$ cat src/rtl/bcd_display_scanner.sv
// Time-multiplexed common-anode 7-segment scanner for a multi-digit BCD result plus carry.
// Optional leading-zero blanking is enabled by defining LEADING_ZERO_BLANK_EN.
module bcd_display_scanner #(
    parameter int NUM_DIGITS  = 4,
    parameter int REFRESH_DIV = 50000
) (
    input  logic                    Clock,
    input  logic                    Reset,
    input  logic                    Load,
    input  logic [4*NUM_DIGITS-1:0] Digits,
    input  logic                    Carry_in,
    output logic [6:0]              Segments,
    output logic [NUM_DIGITS-1:0]   Anode,
    output logic                    DP
);

    localparam int IDX_W = (NUM_DIGITS > 1) ? $clog2(NUM_DIGITS) : 1;
    localparam int DIV_W = (REFRESH_DIV > 1) ? $clog2(REFRESH_DIV) : 1;

    logic [DIV_W-1:0]        div_q, div_d;
    logic [IDX_W-1:0]        idx_q, idx_d;
    logic [4*NUM_DIGITS-1:0] disp_q, disp_d;
    logic                    carry_q, carry_d;
    logic [4*NUM_DIGITS-1:0] pend_q, pend_d;
    logic                    pend_carry_q, pend_carry_d;
    logic                    pend_valid_q, pend_valid_d;
    logic [6:0]              seg_q, seg_d;
    logic [NUM_DIGITS-1:0]   anode_q, anode_d;
    logic                    dp_q, dp_d;

    logic                    tick;
    logic                    wrap;
    logic [3:0]              cur_digit;
    logic [NUM_DIGITS-1:0]   blank;

    function automatic logic [6:0] decode(input logic [3:0] d);
        case (d)
            4'd0:    decode = 7'b1000000;
            4'd1:    decode = 7'b1111001;
            4'd2:    decode = 7'b0100100;
            4'd3:    decode = 7'b0110000;
            4'd4:    decode = 7'b0011001;
            4'd5:    decode = 7'b0010010;
            4'd6:    decode = 7'b0000010;
            4'd7:    decode = 7'b1111000;
            4'd8:    decode = 7'b0000000;
            4'd9:    decode = 7'b0010000;
            default: decode = 7'b0111111;
        endcase
    endfunction

`ifdef LEADING_ZERO_BLANK_EN
    // Walk down from the MSD; a digit blanks while it and everything above it is zero.
    always_comb begin
        logic zero_above;
        blank      = '0;
        zero_above = 1'b1;
        for (int unsigned i = NUM_DIGITS - 1; i >= 1; i--) begin
            zero_above = zero_above & (disp_q[4*i +: 4] == 4'd0);
            blank[i]   = zero_above & ~((i == NUM_DIGITS - 1) & carry_q);
        end
    end
`else
    assign blank = '0;
`endif

    assign tick      = (div_q == DIV_W'(REFRESH_DIV - 1));
    assign wrap      = tick && (idx_q == IDX_W'(NUM_DIGITS - 1));
    assign cur_digit = disp_q[4*idx_q +: 4];

    always_comb begin
        div_d        = tick ? '0 : div_q + DIV_W'(1);
        idx_d        = idx_q;
        disp_d       = disp_q;
        carry_d      = carry_q;
        pend_d       = pend_q;
        pend_carry_d = pend_carry_q;
        pend_valid_d = pend_valid_q;

        if (tick) begin
            idx_d = wrap ? '0 : idx_q + IDX_W'(1);
        end

        // Commit uses the pending value from before this cycle's Load, so a Load
        // arriving in the commit cycle is kept for the following frame.
        if (wrap && pend_valid_q) begin
            disp_d       = pend_q;
            carry_d      = pend_carry_q;
            pend_valid_d = 1'b0;
        end
        if (Load) begin
            pend_d       = Digits;
            pend_carry_d = Carry_in;
            pend_valid_d = 1'b1;
        end

        if (blank[idx_q]) begin
            seg_d   = 7'h7F;
            anode_d = '1;
            dp_d    = 1'b1;
        end else begin
            seg_d   = decode(cur_digit);
            anode_d = ~(NUM_DIGITS'(1) << idx_q);
            dp_d    = ~((idx_q == IDX_W'(NUM_DIGITS - 1)) & carry_q);
        end
    end

    always_ff @(posedge Clock) begin
        if (Reset) begin
            div_q        <= '0;
            idx_q        <= '0;
            disp_q       <= '0;
            carry_q      <= 1'b0;
            pend_q       <= '0;
            pend_carry_q <= 1'b0;
            pend_valid_q <= 1'b0;
            seg_q        <= 7'h7F;
            anode_q      <= '1;
            dp_q         <= 1'b1;
        end else begin
            div_q        <= div_d;
            idx_q        <= idx_d;
            disp_q       <= disp_d;
            carry_q      <= carry_d;
            pend_q       <= pend_d;
            pend_carry_q <= pend_carry_d;
            pend_valid_q <= pend_valid_d;
            seg_q        <= seg_d;
            anode_q      <= anode_d;
            dp_q         <= dp_d;
        end
    end

    assign Segments = seg_q;
    assign Anode    = anode_q;
    assign DP       = dp_q;

endmodule

$ cat config.mk
export PLATFORM = sky130hd
export DESIGN_NAME = bcd_display_scanner
export DESIGN_NICKNAME = d
export VERILOG_FILES = /design/src/rtl/bcd_display_scanner.sv
export SDC_FILE = /design/constraint.sdc
export NUM_CORES = 1
export LEC_CHECK = 0
export BUFFER_PORTS_ARGS = -buffer_cell sky130_fd_sc_hd__clkbuf_2
export CORE_ASPECT_RATIO = 0.7
export CORE_MARGIN = 8
export CORE_UTILIZATION = 50
export DETAILED_ROUTE_END_ITERATION = 10
export PLACE_DENSITY = 0.75
export SLEW_MARGIN = 20
export SYNTH_ARGS = -nofsm -noshare
export SYNTH_HDL_FRONTEND = slang
export SYNTH_SLANG_ARGS = --single-unit
export TNS_END_PERCENT = 1
$ cat constraint.sdc
create_clock -name Clock -period 3.7 [get_ports Clock]
set_input_delay 0.925 -clock Clock [delete_from_list [all_inputs] [get_ports Clock]]
set_output_delay 0.925 -clock Clock [all_outputs]
set_load 0.005 [all_outputs]
# Yosys cells after proc, flatten, opt, wreduce, memory -nomap -nowiden

Memories as Yosys holds them, arrays and structs flattened. A register that Yosys moved wholly into a read port is not among the register bits.
Index checks and enable logic that the tools add are counted.

Bits in registers: 58
Memories: 1
Word-level logic and storage cells: 30
Memory bits (read-only): 112
Input port bits: 20

Add/sub/neg operators: 2
Bitwise gates (word level): 3
Eq/ne operators: 2
Shift operators: 2
Order comparisons: 1
Reduce and logical (&&, ||, !) cells: 5
Mux-type cells: 5

Memories:

| memory          | words | width | rd ports | clocked after memory_dff | wr ports | RTL line | source |
|---|---|---|---|---|---|---|---|
| (no name shown) | 16    | 7     | 1        | 1                        | 0        | 37       | `case (d)` |

Operators with widths:

| cell                    | number |
|---|---|
| $add A16 B1 Y16 const B | 1 |
| $eq A16 B16 Y1 const B  | 1 |
| $shiftx A16 B5 Y4       | 1 |
| $not A4 Y4              | 1 |
| $reduce_or A2 Y1        | 2 |
| $shl A1 B2 Y4 const A   | 1 |
| $lt A2 B3 Y1 const B    | 1 |
| $mux W1                 | 3 |
| $add A2 B1 Y2 const B   | 1 |
| $bmux W1 S2             | 1 |
| $eq A2 B2 Y1 const B    | 1 |
| $logic_and A1 B1 Y1     | 2 |
| $mux W2                 | 1 |
| $reduce_bool A2 Y1      | 1 |
| $and A1 B1 Y1           | 1 |
| $not A1 Y1              | 1 |

# Depth between registers and ports, before layout

Depth in word-level cells: 5
Gate-level depth with buffers: 7
Gate-level depth less buffers: 6

# Least setup slack after synthesis

Ideal clock, no wire load.

Path kind: input port to flip-flop
Start point: input Load
End point: register pend_q[10]
Path buffers: 2
Stages: 4
Slack: 1.700 ns
Library setup time: 0.128 ns
Arrival: 1.872 ns
Cells stage by stage: clkbuf_1 > buf_2 > mux2i_1 > nor2_1

RTL lines:

| element              | RTL line | source |
|---|---|---|
| start, declared      | 9        | `input logic Load,` |
| end signal, assigned | 125      | `pend_q <= pend_d;` |
| end, declared        | 24       | `logic [4*NUM_DIGITS-1:0] pend_q, pend_d;` |

# Worst setup path in the final report

Start point: register div_q[0]
End point: register disp_q[7]

Longest elaborated chain between the ends: 3

RTL lines:

| element                | RTL line | source |
|---|---|---|
| start, declared        | 20       | `logic [DIV_W-1:0] div_q, div_d;` |
| start signal, assigned | 121      | `div_q <= div_d;` |
| $eq A16 B16 Y1         | 67       | `assign tick = (div_q == DIV_W'(REFRESH_DIV - 1));` |
| $logic_and A1 B1 Y1    | 68       | `assign wrap = tick && (idx_q == IDX_W'(NUM_DIGITS - 1));` |
| $logic_and A1 B1 Y1    | 86       | `if (wrap && pend_valid_q) begin` |
| end signal, assigned   | 123      | `disp_q <= disp_d;` |
| end, declared          | 22       | `logic [4*NUM_DIGITS-1:0] disp_q, disp_d;` |

Every way passes these cells.
A chain may end at the register's enable or synchronous reset.

==> results.cfg <==
[outcome]
status = complete, no violations

[cells_and_area]
post-route-util = 0.5921
drive_gt1_frac = 0.1730
syn_to_final_growth_pct = 14.37
antenna_cells = 0
fillers = 502
fin_nets = 343
stdcell_area_um2 = 3097

[cts]
clk_pin_slew_ps = 70
numCtsBuffers = 9
clock_path_buffers = 2
clock_latency_ps = 340
cts_tree = done
cts_setup_buffers = 0
post_cts_resized = 0
postCtsHoldBufs = 0
cts_root_buffer = clkbuf_8
h-tree-depth = 3
cts.sinks = 65

[synth]
synthXorXnorAreaFrac = 0.04205
yosys.area_share.simple = 0.1793
synth-main-ff-cell = dfxtp_1
yosysMostFrequentCell = dfxtp_1
ys_async_sr_fraction = 0
synthTopCellsByArea = dfxtp_1 (48%), mux2i_1 (7.0%), nor2_1 (4.9%)
ys_warn_count = 0
synth_top_area_share = 0.4806
post_synth_num_cell_types = 36
synth-seq-cells = 65
synth_top_family_by_area = simple AND/OR/NAND/NOR gates
synth_compound_area_frac = 0.09982
syn-instance-count = 287
yosysSeqAreaShare = 0.4806
syn_nets = 317
synthAdderAreaFrac = 0.04621
synth.area.mux_share = 0.1035
synth_edf_count = 0
synth_top_area_cell = dfxtp_1
synth_common_cells = dfxtp_1 (65), nor2_1 (35), a21oi_1 (23)
synth_area_um2 = 2708
avgSynthCellArea_um2 = 9.434

[floorplan]
die_x_um = 104.0
die_h_um = 77.57
die_area_um2 = 8064
rows = 22
start_util = 0.5177
core_area_um2 = 5230
io_pins = 32

[worst_setup_path]
critPathMaxStageDelay_ps = 650
critPathSlowestCell = and4_1
worst-path-buf-inv = 0
critPathKind = flop to flop
cp_max_fo = 19
path_cells = ha_1 > and3_1 > and4_1 > nand3_1 > a21oi_1
worstPathArrival_ps = 2270
critPathLaunchType = flop
endpoint_kind = flop
ff2ff_setup_slack_ps = 1710
cp.required_ps = 3980
crit_family = simple AND/OR/NAND/NOR gates

[sta]
fmax_mhz = 501.6
final-hold-violation-count = 0
rsz0062_at_grt = no
fin_tns_setup_ps = 0
setup_viol = 0
relSlewSlack = 0.5596
finalWorstSetupSlack_ps = 1706
slew_viol_final = 0
fin_crit_sh = 0.5388
fin_worst_skew_ps = 8.230
fin_crit_ps = 1994
tightest_slew_ps = 660.6

[placement]
pre_cts_slack_ps = 1417
gp_congestion = 0.8232
placed_cell_area_um2 = 2878
hpwl_mm = 3.563
portBuffers = 31

[global_route]
gr-total-overflow = 0
grt_pass1_vias = 1913
grt_max_degree = 48
grt_first_pass_wirelength_mm = 9.108
grt_usage = 0.1368
antenna_found_initial = 0

[detailed_routing]
drc = 0
via_count = 2033
wl_mm = 5.168
avgViaCountPerCell = 5.213
ant_nets = 0
wl_per_cell_um = 13.25
drt_iter0_markers = 79
drt_first_pass_iters = 4

[power_and_ir_drop]
cellLeakagePower_nw = 1.177
p_per_area_nw_per_um2 = 464.3
ir_worst_vdd_v = 0.0002655

[run]
drv_cap = 0

[worst_hold_path]
hp-class = flop to flop
-- cells by family after synthesis --
kind of cell    after synthesis
simple gates                 97
flops                        65
compound gates               50
buf+inv                      29
mux                          23
xor+xnor                     13
fa+ha+maj                    10
-- through the flow --
step | power, W | std cells | hold WS (ps)
global placement | 0.0008010 | 374 | 398.5
floorplan | 0.0007809 | 287 | 379.9
detailed placement | 0.0008037 | 374 | 405.7
global route | 0.001497 | 390 | 439.0
finish | 0.001438 | 390 | 414.5
CTS | 0.001457 | 390 | 421.5
-- worst register-to-register path, stage by stage, from the launching register on --
cell     delay [ps]
dfxtp_1         390
ha_1            270
and3_1          250
and4_1          650
nand3_1         200
a21oi_1         170
-- metal layers --
layer / wire (um) / up-vias / track usage
met4: 61 / 0 / 0.05180
met3: 324 / 4 / 0.06518
met1: 2686 / 942 / 0.1835
li1: - / 1044 / -
met2: 2095 / 43 / 0.1839
met5: 0 / - / 0
-- registers in the layout, summed over array words and instances, names as in the netlist --
signal        count
disp_q           16
div_q            16
pend_q           16
Segments          7
Anode             4
idx_q             2
DP                1
carry_q           1
pend_carry_q      1
pend_valid_q      1
-- layout by cell type (no fill, tap or decap), drive strengths merged, types with 3 or more instances in the layout --
| cell type | instances |
|---|---|
| dfxtp | 65 |
| clkbuf | 40 |
| nor2 | 35 |
| a21oi | 24 |
| o21ai | 23 |
| nand3 | 22 |
| mux2i | 19 |
| inv | 11 |
| nand2 | 10 |
| ha | 10 |
| xnor2 | 9 |
| nand4 | 6 |
| nand2b | 6 |
| mux4 | 4 |
| xor2 | 4 |
| clkinv | 4 |
| nor4 | 3 |
| nor3 | 3 |
-- layout make-up --
cell class / count / area (um^2) / area share
sequential: 65 / 1301 / 0.4202
tap: 72 / 90.09 / 0.02909
clock inverter: 7 / 95.09 / 0.03071
clock buffer: 9 / 123.9 / 0.04000
multi-input combinational: 193 / 1275 / 0.4117
inverter: 11 / 41.29 / 0.01333
timing repair buffer: 33 / 170.2 / 0.05495
-- final timing paths --
| kind | startpoint | end | cells after the start |
|---|---|---|---|
| worst min register to register | carry_q | DP | 1 |
| worst max-delay path | div_q[0] | disp_q[7] | 5 |
| worst max register to register | div_q[0] | disp_q[7] | 5 |
| worst min-delay path | carry_q | DP | 1 |
-- power breakdown --
| group | internal (W) | switching [W] | total, W |
|---|---|---|---|
| Sequential | 0.000718 | 0.0000106 | 0.000729 |
| Combinational | 0.0000275 | 0.0000309 | 0.0000584 |
| Clock | 0.000379 | 0.000272 | 0.000651 |
Note: power is estimated with default switching activity, not from simulation.
